<file path="src/rtl/ysyx_25050148_lsu_if.sv">
// Bundle of LSU request, data-memory and response signals.
// The slave modport is the LSU side; the master modport is the environment
// side, which drives requests, supplies memory data and accepts responses.
interface ysyx_25050148_lsu_if;
  // request from execute stage
  logic        in_valid;
  logic        in_ready;
  logic        in_wen;
  logic [1:0]  in_len;
  logic        in_signed;
  logic [31:0] in_addr;
  logic [31:0] in_wdata;
  logic [4:0]  in_rd;

  // data-memory port
  logic        mem_read_en;
  logic        mem_write_en;
  logic        mem_read_flag;
  logic [1:0]  mem_read_len;
  logic [31:0] mem_raddr;
  logic [31:0] mem_waddr;
  logic [31:0] mem_wdata;
  logic [31:0] mem_wdata_len;
  logic [31:0] mem_read_data;

  // response to write-back
  logic        out_valid;
  logic        out_ready;
  logic [31:0] out_rdata;
  logic [4:0]  out_rd;
  logic        out_err;

  modport slave (
    input  in_valid, in_wen, in_len, in_signed, in_addr, in_wdata, in_rd,
    output in_ready,
    output mem_read_en, mem_write_en, mem_read_flag, mem_read_len,
    output mem_raddr, mem_waddr, mem_wdata, mem_wdata_len,
    input  mem_read_data,
    output out_valid, out_rdata, out_rd, out_err,
    input  out_ready
  );

  modport master (
    output in_valid, in_wen, in_len, in_signed, in_addr, in_wdata, in_rd,
    input  in_ready,
    input  mem_read_en, mem_write_en, mem_read_flag, mem_read_len,
    input  mem_raddr, mem_waddr, mem_wdata, mem_wdata_len,
    output mem_read_data,
    input  out_valid, out_rdata, out_rd, out_err,
    output out_ready
  );
endinterface

</file>
<file path="src/rtl/ysyx_25050148_lsu.sv">
// Load/store unit: accepts one request at a time, issues a single-cycle
// memory access, waits LATENCY-1 further cycles, then holds a response
// until write-back takes it. Misaligned requests skip memory entirely and
// respond with an error flag.
module ysyx_25050148_lsu #(
  parameter int unsigned LATENCY = 1
) (
  input  logic                 clk,
  input  logic                 rst_n,
  ysyx_25050148_lsu_if.slave   bus
);

  typedef enum logic [1:0] {
    S_IDLE   = 2'd0,
    S_ACCESS = 2'd1,
    S_WAIT   = 2'd2,
    S_RESP   = 2'd3
  } state_t;

  // WAIT lasts LATENCY-1 cycles; the counter is loaded on leaving ACCESS
  localparam logic [3:0] WAIT_LOAD = 4'(LATENCY - 1);

  state_t      state;
  state_t      state_next;
  logic [3:0]  cnt;

  logic        req_wen;
  logic [1:0]  req_len;
  logic        req_signed;
  logic [31:0] req_addr;
  logic [31:0] req_wdata;
  logic [4:0]  req_rd;

  logic        resp_valid;
  logic [31:0] resp_rdata;
  logic        resp_err;

  logic        ready;
  logic        accept;
  logic        misaligned;

  // half needs addr[0]=0, word needs addr[1:0]=0, len=3 is never legal
  function automatic logic is_misaligned(input logic [1:0] len, input logic [1:0] addr_lo);
    logic m;
    case (len)
      2'd0:    m = 1'b0;
      2'd1:    m = addr_lo[0];
      2'd2:    m = (addr_lo != 2'd0);
      default: m = 1'b1;
    endcase
    return m;
  endfunction

  // byte count for the store strobe
  function automatic logic [31:0] len_to_bytes(input logic [1:0] len);
    logic [31:0] n;
    case (len)
      2'd0:    n = 32'd1;
      2'd1:    n = 32'd2;
      2'd2:    n = 32'd4;
      default: n = 32'd0;
    endcase
    return n;
  endfunction

  // in_ready is forced low during reset so no request is taken in that cycle
  assign ready      = (state == S_IDLE) && rst_n;
  assign accept     = bus.in_valid && ready;
  assign misaligned = is_misaligned(bus.in_len, bus.in_addr[1:0]);

  // next-state logic
  always_comb begin
    state_next = state;
    case (state)
      S_IDLE: begin
        if (accept) begin
          if (misaligned) begin
            state_next = S_RESP;
          end else begin
            state_next = S_ACCESS;
          end
        end else begin
          state_next = S_IDLE;
        end
      end
      S_ACCESS: begin
        if (LATENCY > 1) begin
          state_next = S_WAIT;
        end else begin
          state_next = S_RESP;
        end
      end
      S_WAIT: begin
        if (cnt <= 4'd1) begin
          state_next = S_RESP;
        end else begin
          state_next = S_WAIT;
        end
      end
      S_RESP: begin
        if (bus.out_ready) begin
          state_next = S_IDLE;
        end else begin
          state_next = S_RESP;
        end
      end
      default: state_next = S_IDLE;
    endcase
  end

  // state register
  always_ff @(posedge clk) begin
    if (!rst_n) begin
      state <= S_IDLE;
    end else begin
      state <= state_next;
    end
  end

  // request latch, wait counter and response registers
  always_ff @(posedge clk) begin
    if (!rst_n) begin
      req_wen    <= 1'b0;
      req_len    <= 2'd0;
      req_signed <= 1'b0;
      req_addr   <= 32'd0;
      req_wdata  <= 32'd0;
      req_rd     <= 5'd0;
      cnt        <= 4'd0;
      resp_valid <= 1'b0;
      resp_rdata <= 32'd0;
      resp_err   <= 1'b0;
    end else begin
      // out_valid simply tracks residence in RESP, registered
      resp_valid <= (state_next == S_RESP);
      case (state)
        S_IDLE: begin
          if (accept) begin
            req_wen    <= bus.in_wen;
            req_len    <= bus.in_len;
            req_signed <= bus.in_signed;
            req_addr   <= bus.in_addr;
            req_wdata  <= bus.in_wdata;
            req_rd     <= bus.in_rd;
            resp_rdata <= 32'd0;
            resp_err   <= misaligned;
          end
        end
        S_ACCESS: begin
          // memory returns already-extended load data during ACCESS
          resp_rdata <= req_wen ? 32'd0 : bus.mem_read_data;
          cnt        <= WAIT_LOAD;
        end
        S_WAIT: begin
          if (cnt != 4'd0) begin
            cnt <= cnt - 4'd1;
          end
        end
        S_RESP: begin
          resp_err <= resp_err;
        end
        default: begin
          cnt <= 4'd0;
        end
      endcase
    end
  end

  assign bus.in_ready      = ready;

  // enables are gated by rst_n so an in-flight store is dropped on reset
  assign bus.mem_read_en   = (state == S_ACCESS) && !req_wen && rst_n;
  assign bus.mem_write_en  = (state == S_ACCESS) &&  req_wen && rst_n;
  assign bus.mem_read_flag = req_signed;
  assign bus.mem_read_len  = req_len;
  assign bus.mem_raddr     = req_addr;
  assign bus.mem_waddr     = req_addr;
  assign bus.mem_wdata     = req_wdata;
  assign bus.mem_wdata_len = len_to_bytes(req_len);

  assign bus.out_valid     = resp_valid;
  assign bus.out_rdata     = resp_rdata;
  assign bus.out_rd        = req_rd;
  assign bus.out_err       = resp_err;

endmodule

</file>
<file path="src/flat_wrapper.sv">
// flat-port wrapper written by rule: the top's interface ports become plain ports
module ysyx_25050148_lsu_flat 
#(
  parameter int unsigned LATENCY = 1
)
  (clk, rst_n, bus_in_valid, bus_in_wen, bus_in_len, bus_in_signed, bus_in_addr, bus_in_wdata, bus_in_rd, bus_in_ready, bus_mem_read_en, bus_mem_write_en, bus_mem_read_flag, bus_mem_read_len, bus_mem_raddr, bus_mem_waddr, bus_mem_wdata, bus_mem_wdata_len, bus_mem_read_data, bus_out_valid, bus_out_rdata, bus_out_rd, bus_out_err, bus_out_ready);
  ysyx_25050148_lsu_if bus_i ();
  input  logic clk;
  input  logic rst_n;
  input wire logic [$bits(bus_i.in_valid)-1:0] bus_in_valid;
  input wire logic [$bits(bus_i.in_wen)-1:0] bus_in_wen;
  input wire logic [$bits(bus_i.in_len)-1:0] bus_in_len;
  input wire logic [$bits(bus_i.in_signed)-1:0] bus_in_signed;
  input wire logic [$bits(bus_i.in_addr)-1:0] bus_in_addr;
  input wire logic [$bits(bus_i.in_wdata)-1:0] bus_in_wdata;
  input wire logic [$bits(bus_i.in_rd)-1:0] bus_in_rd;
  output wire logic [$bits(bus_i.in_ready)-1:0] bus_in_ready;
  output wire logic [$bits(bus_i.mem_read_en)-1:0] bus_mem_read_en;
  output wire logic [$bits(bus_i.mem_write_en)-1:0] bus_mem_write_en;
  output wire logic [$bits(bus_i.mem_read_flag)-1:0] bus_mem_read_flag;
  output wire logic [$bits(bus_i.mem_read_len)-1:0] bus_mem_read_len;
  output wire logic [$bits(bus_i.mem_raddr)-1:0] bus_mem_raddr;
  output wire logic [$bits(bus_i.mem_waddr)-1:0] bus_mem_waddr;
  output wire logic [$bits(bus_i.mem_wdata)-1:0] bus_mem_wdata;
  output wire logic [$bits(bus_i.mem_wdata_len)-1:0] bus_mem_wdata_len;
  input wire logic [$bits(bus_i.mem_read_data)-1:0] bus_mem_read_data;
  output wire logic [$bits(bus_i.out_valid)-1:0] bus_out_valid;
  output wire logic [$bits(bus_i.out_rdata)-1:0] bus_out_rdata;
  output wire logic [$bits(bus_i.out_rd)-1:0] bus_out_rd;
  output wire logic [$bits(bus_i.out_err)-1:0] bus_out_err;
  input wire logic [$bits(bus_i.out_ready)-1:0] bus_out_ready;
  assign bus_i.in_valid = bus_in_valid;
  assign bus_i.in_wen = bus_in_wen;
  assign bus_i.in_len = bus_in_len;
  assign bus_i.in_signed = bus_in_signed;
  assign bus_i.in_addr = bus_in_addr;
  assign bus_i.in_wdata = bus_in_wdata;
  assign bus_i.in_rd = bus_in_rd;
  assign bus_in_ready = bus_i.in_ready;
  assign bus_mem_read_en = bus_i.mem_read_en;
  assign bus_mem_write_en = bus_i.mem_write_en;
  assign bus_mem_read_flag = bus_i.mem_read_flag;
  assign bus_mem_read_len = bus_i.mem_read_len;
  assign bus_mem_raddr = bus_i.mem_raddr;
  assign bus_mem_waddr = bus_i.mem_waddr;
  assign bus_mem_wdata = bus_i.mem_wdata;
  assign bus_mem_wdata_len = bus_i.mem_wdata_len;
  assign bus_i.mem_read_data = bus_mem_read_data;
  assign bus_out_valid = bus_i.out_valid;
  assign bus_out_rdata = bus_i.out_rdata;
  assign bus_out_rd = bus_i.out_rd;
  assign bus_out_err = bus_i.out_err;
  assign bus_i.out_ready = bus_out_ready;
  ysyx_25050148_lsu #(.LATENCY(LATENCY)) u_core (.clk(clk), .rst_n(rst_n), .bus(bus_i));
endmodule
</file>
<file path="config.mk">
export PLATFORM = sky130hd
export DESIGN_NAME = ysyx_25050148_lsu_flat
export DESIGN_NICKNAME = d
export VERILOG_FILES = /design/src/rtl/ysyx_25050148_lsu_if.sv /design/src/rtl/ysyx_25050148_lsu.sv /design/src/flat_wrapper.sv
export SDC_FILE = /design/constraint.sdc
export NUM_CORES = 1
export LEC_CHECK = 0
export ABC_AREA = 1
export BUFFER_PORTS_ARGS = -buffer_cell sky130_fd_sc_hd__buf_4
export CAP_MARGIN = 20
export CORE_ASPECT_RATIO = 0.5
export CORE_UTILIZATION = 25
export CTS_CLUSTER_DIAMETER = 150
export DETAILED_ROUTE_END_ITERATION = 10
export HOLD_SLACK_MARGIN = 0.05
export PLACE_DENSITY = 0.51
export SYNTH_ARGS = -nofsm -noshare
export SYNTH_HDL_FRONTEND = slang
export SYNTH_SLANG_ARGS = --single-unit
</file>
<file path="constraint.sdc">
create_clock -name clk -period 1.3 [get_ports clk]
set_input_delay 0.065 -clock clk [delete_from_list [all_inputs] [get_ports clk]]
set_output_delay 0.065 -clock clk [all_outputs]
set_load 0.005 [all_outputs]
</file>
## Yosys cells after proc, flatten, opt, wreduce, memory -nomap -nowiden

Cells that the tools add are included.

- Shift operators: 0
- Add/sub/neg operators: 1
- Equal/unequal tests: 10
- Magnitude comparators: 1
- Div/mod/pow operators: 0
- $mul: 0
- Reduce and logical (&&, ||, !) cells: 17
- Bitwise gates (word level): 0
- Multiplexer cells: 12

Operators with widths:

| operator | number |
|---|---|
| 32-bit two-way mux | 2 |
| 32-bit one-hot mux with 2 select lines | 1 |
| 2-bit equality test (second input constant) | 5 |
| 3-bit one-hot mux with 3 select lines | 1 |
| 2-bit one-hot mux with 4 select lines | 1 |
| 4-bit one-hot mux with 2 select lines | 1 |
| 2-bit by 1-bit equality test with 1-bit output (second input constant) | 3 |
| 1-bit logical AND | 6 |
| 2-bit logical NOT | 3 |
| 2-bit two-way mux | 3 |
| 2-bit AND reduction | 3 |
| 2-bit nonzero test | 3 |
| 4-bit by 1-bit less-or-equal comparator with 1-bit output (second input constant) | 1 |
| 4-bit two-way mux | 1 |
| 2-bit by 1-bit != test with 1-bit output (second input constant) | 2 |
| 4-bit nonzero test | 1 |
| 4-bit by 1-bit subtractor with 4-bit output (second input constant) | 1 |
| 1-bit one-hot mux with 3 select lines | 1 |
| 1-bit logical NOT | 1 |
| 1-bit two-way mux | 1 |

- Memories kept: 0
- Input bits: 109
- Memory bits (read-only): 0
- RAM bits: 0
- Bits in registers: 113
- Latch bits: 0
- Output and inout bits: 173
- Word-level logic and storage cells: 52

## Longest topological paths before layout

- Depth after elaboration: 6
- Depth in mapped cells: 8
- Gate-level depth less buffers: 8

## Least setup slack after synthesis

Ideal clock, no wire load.

- Kind: flip-flop to flip-flop
- Start: register u_core.cnt[0]
- End: register u_core.cnt[1]
- Data required time: 1.230 ns
- Period minus slack after synthesis: 1.167 ns
- Stages on the path, launching flop included: 7
- Setup time: 0.070 ns
- Buffers on the path: 0
- Slack: 0.133 ns
- Arrival time: 1.097 ns
- Cell sequence: dfxtp_1 -> inv_1 -> ha_1 -> nand2_1 -> nand2_1 -> or2_2 -> a21oi_1

- Longest elaborated chain between the ends: 3
- Elaborated cells on any way between the ends: 6
- Those cells by class: 1 x add/sub; 1 x eq/ne; 2 x mux; 2 x reduce/logical

RTL lines:

| element | RTL line | RTL |
|---|---|---|
| from (decl) | ysyx_25050148_lsu.sv:25 | `logic [3:0] cnt;` |
| from (signal assigned) | ysyx_25050148_lsu.sv:156 | `cnt <= cnt - 4'd1;` |
| 4-bit by 1-bit subtractor with 4-bit output / 4-bit nonzero test (equally long branches) | ysyx_25050148_lsu.sv:156, ysyx_25050148_lsu.sv:155 |  |
| 4-bit two-way mux / 2-bit by 1-bit != test with 1-bit output (equally long branches) | -- |  |
| 4-bit one-hot mux with 2 select lines / 2-bit AND reduction (equally long branches) | -- |  |

Parallel ways exist; a longest one is shown, timed or not. The select of a mux whose other input is x is not followed.
A chain may end at the register's enable or synchronous reset.

## Final worst setup path

- Start: register u_core.state[1]
- End: output bus_mem_write_en

- Longest elaborated chain between the ends: 3

RTL lines:

| element | RTL line | RTL |
|---|---|---|
| from (decl) | ysyx_25050148_lsu.sv:23 | `state_t state;` |
| from (signal assigned) | ysyx_25050148_lsu.sv:116 | `state <= state_next;` |
| 2-bit by 1-bit equality test with 1-bit output | ysyx_25050148_lsu.sv:173 | `assign bus.mem_write_en = (state == S_ACCESS) && req_wen && rst_n;` |
| 1-bit logical AND (2 in a row) | ysyx_25050148_lsu.sv:173 |  |
| to (decl) | flat_wrapper.sv:19 | `output wire logic [$bits(bus_i.mem_write_en)-1:0] bus_mem_write_en;` |

No other way between the ends.

==> flow_summary_export.csv <==
group,metric,value,unit
hold_path,whs_endpoint,"u_core.bus.out_valid",
grt,grt_pass1_wl,22.9,mm
setup_path,critPathMaxStageDelay,330,ps
logic_synthesis,yosys.area_share.xor_xnor,0,%
die,die_x,193,um
clock_network,cts_tree,"done",
die,die_area,18800,sq um
die,ios,282,
detailed_routing,initialDrtViolationCount,161,
timing,timing.fmax,0.768,GHz
setup_path,timing.rr.end,"u_core.cnt[1]",
finish,fin_nets,1034,
detailed_routing,vias_per_cell,4.09,
logic_synthesis,synth_area,4550,sq um
setup_path,cp_max_fo,2,
detailed_routing,finalWirelength,14.5,mm
finish,final_cell_count_no_fill,1167,
logic_synthesis,syn-instance-count,587,
clock_network,clk_latency,400,ps
logic_synthesis,syn_area_per_cell,7.74,sq um
logic_synthesis,synth-main-ff-cell,"dfxtp_1",
setup_path,crit_chain,"buf_6, inv_4, nand2_4, buf_6, nor2_4, buf_6",
logic_synthesis,synthMuxAreaShare,0,%
setup_path,worstPathArrival,1240,ps
timing,setup_slack,-1.33,ps
setup_path,cp.required,1240,ps
timing,fin_hold_ws,107,ps
logic_synthesis,synth_compound_area_share,1.49,%
die,fp.dieH,97.4,um
detailed_routing,dr.pass1.iters,8,
setup_path,worstSetupPathType,"flop to output port",
hold_path,hold_path_depth,4,
pwr,power,13.6,mW
run,maxCapViolCount,0,
place,gp_congestion,0.738,
clock_network,clk_pin_slew,50,ps
setup_path,reg2reg_slack,50,ps
finish,antenna_cells,0,
logic_synthesis,synth_top_family_by_area,"simple AND/OR/NAND/NOR gates",
pwr,ir_drop,1.07,mV
grt,antenna_found_initial,0,
outcome,violations,"design-rule violations, negative setup slack",
detailed_routing,num_vias,4773,
grt,grt_max_degree,35,
detailed_routing,drc,22,
clock_network,cts_sinks,113,
hold_path,hold_start,"bus_out_ready",
pwr,cellPowerDensity,1660,nW/um^2
logic_synthesis,yosysUniqueCellTypes,20,
timing,grt_setup_unrepaired,"yes",
logic_synthesis,async_flop_share,0,%
die,initial_core_util,25.9,%
detailed_routing,ant_nets,0,
logic_synthesis,synth-adder-area-share,0.826,%
timing,hold_viol,0,
timing,finClkSkew,5.31,ps
grt,gr-total-overflow,0,
die,coreArea,17600,sq um
timing,setup_tns,-1.33,ps
clock_network,numCtsBuffers,17,
setup_path,crit_top_cell,"buf_6",
hold_path,hold_path.class,"primary input to flop",
setup_path,startpoint_type,"flop",
logic_synthesis,seq_area_frac_synth,49.8,%
timing,period_share,100,%
clock_network,cts_root_buf,"clkbuf_16",
die,placementRows,34,
setup_path,slowest_stage,"dfxtp_2",
clock_network,cts_max_level,4,
place,dp.cells,1028,
outcome,outcome,"complete, but fails checks",
finish,area_growth,80.4,%
logic_synthesis,synth_edf_count,0,
timing,fin_crit,1300,ps
logic_synthesis,synth-simple-area-share,32.0,%
place,place_hpwl,10.0,mm
logic_synthesis,yosys_warnings,0,
grt,grt_util_all_layers,15.3,%
setup_path,endpoint_kind,"output port",
clock_network,cts_buffer_depth,2,
setup_path,r2r.worst_path.cells,7,
pwr,leakage,4.24,nW
finish,drive_above_1_share,34.9,%
timing,setup_violations,1,
detailed_routing,routedWlPerCell,12.4,um
logic_synthesis,yosys_register_bits,113,
finish,n_fill_cell,1762,
setup_path,timing.rr.start,"u_core.state[0]",
grt,first_global_vias,4643,
place,portBuffers,252,
timing,slew_viol_final,0,
## flip-flops by register name, summed over array words and instances (netlist names)
signal	flops
u_core.bus.mem_read_flag	1
u_core.req_wen	1
u_core.bus.mem_raddr	32
u_core.state	2
u_core.bus.mem_wdata	32
u_core.bus.mem_read_len	2
u_core.bus.out_rd	5
u_core.bus.out_valid	1
u_core.cnt	4
u_core.bus.out_err	1
u_core.bus.out_rdata	32
## worst max path at each step
stage | slack [ps] | from | endpoint | cells past startpoint
after floorplan | 130 | u_core.cnt[0] | u_core.cnt[1] | 6
after global placement | 30 | u_core.state[0] | u_core.bus.mem_wdata[13] | 5
after detailed placement | -10 | u_core.state[0] | u_core.bus.mem_raddr[12] | 5
after CTS | -70 | u_core.state[1] | bus_mem_write_en | 6
after global routing | -70 | u_core.state[0] | bus_mem_write_en | 5
final | -1 | u_core.state[1] | bus_mem_write_en | 6
## per-stage QoR
step / worst slack (ps) / util, % / instance area [sq um]
after floorplan: 133 / - / 4650
after global placement: 27.3 / 36.5 / 6420
after detailed placement: -11.5 / 36.5 / 6420
after CTS: -70.4 / 46.4 / 8150
after global routing: -72.0 / 46.7 / 8200
final: -1.33 / 46.7 / 8200
## logic make-up after synthesis
logic type | after synthesis
simple gates | 348
other cells | 1
buf+inv | 109
compound gates | 13
flops | 113
fa+ha+maj | 3
## where the power goes
| group | switching (mW) | total, mW | internal (mW) |
|---|---|---|---|
| clock network | 1.61 | 4.88 | 3.27 |
| registers | 0.467 | 4.67 | 4.20 |
| logic | 1.87 | 4.10 | 2.23 |
## cell usage after synthesis (2+ instances only)
cell	n	share of area (%)
clkbuf_1	2	0.17
nor2_1	16	1.3
dfxtp_1	113	50
buf_6	7	1.7
inv_1	12	0.99
buf_2	17	1.9
buf_4	63	10
ha_1	3	0.83
a21oi_1	7	0.77
buf_1	5	0.41
inv_2	2	0.17
o21ai_0	5	0.55
nand2_1	221	18
nand3_1	108	12
## critical path: cells and delay by family, from the launching register on
family,cells,cell delay [ps]
buffers and inverters,4,390
DFF,1,330
and+or+nand+nor,2,120
## layer usage
metal / vias up / GRT usage (%) / part of all wire [%]
met3: 27 / 3.14 / 4.2
met2: 123 / 25.9 / 50
li1: 2432 / - / -
met4: 0 / 7.15 / 2.5
met1: 2191 / 18.5 / 43
met5: - / 0 / 0
## cells in the final DEF, fill, tap and decap left out, types with 6 or more instances in the layout
cell type	count
dlygate4sd3_1	106
inv_1	10
nor2_1	14
conb_1	29
nand2_1	217
buf_12	6
buf_6	8
clkbuf_16	17
buf_4	262
nand3_1	105
dfxtp_1	111
## cell type report
type                    count  area (sq um)  share of cell area, %
clock buffers              19           453                   5.52
clock inverters            11           163                   1.98
inverters                  15          66.3                  0.809
multi-input cells         393          1720                   21.0
flip-flops and latches    113          2260                   27.6
well taps                 234           293                   3.57
repair buffers            382          3240                   39.5
## what timing repair did
item / 4_1_cts / 5_1_grt
buffers inserted: 3 / 1
cloned: 0 / 0
hold endpoints to repair: 109 / 0
endpoints found under the setup margin: 44 / 102
pin swaps: 0 / 2
hold buffers: 106 / 0
resized for setup: 12 / 17
Power figures use the tool's default switching activity.
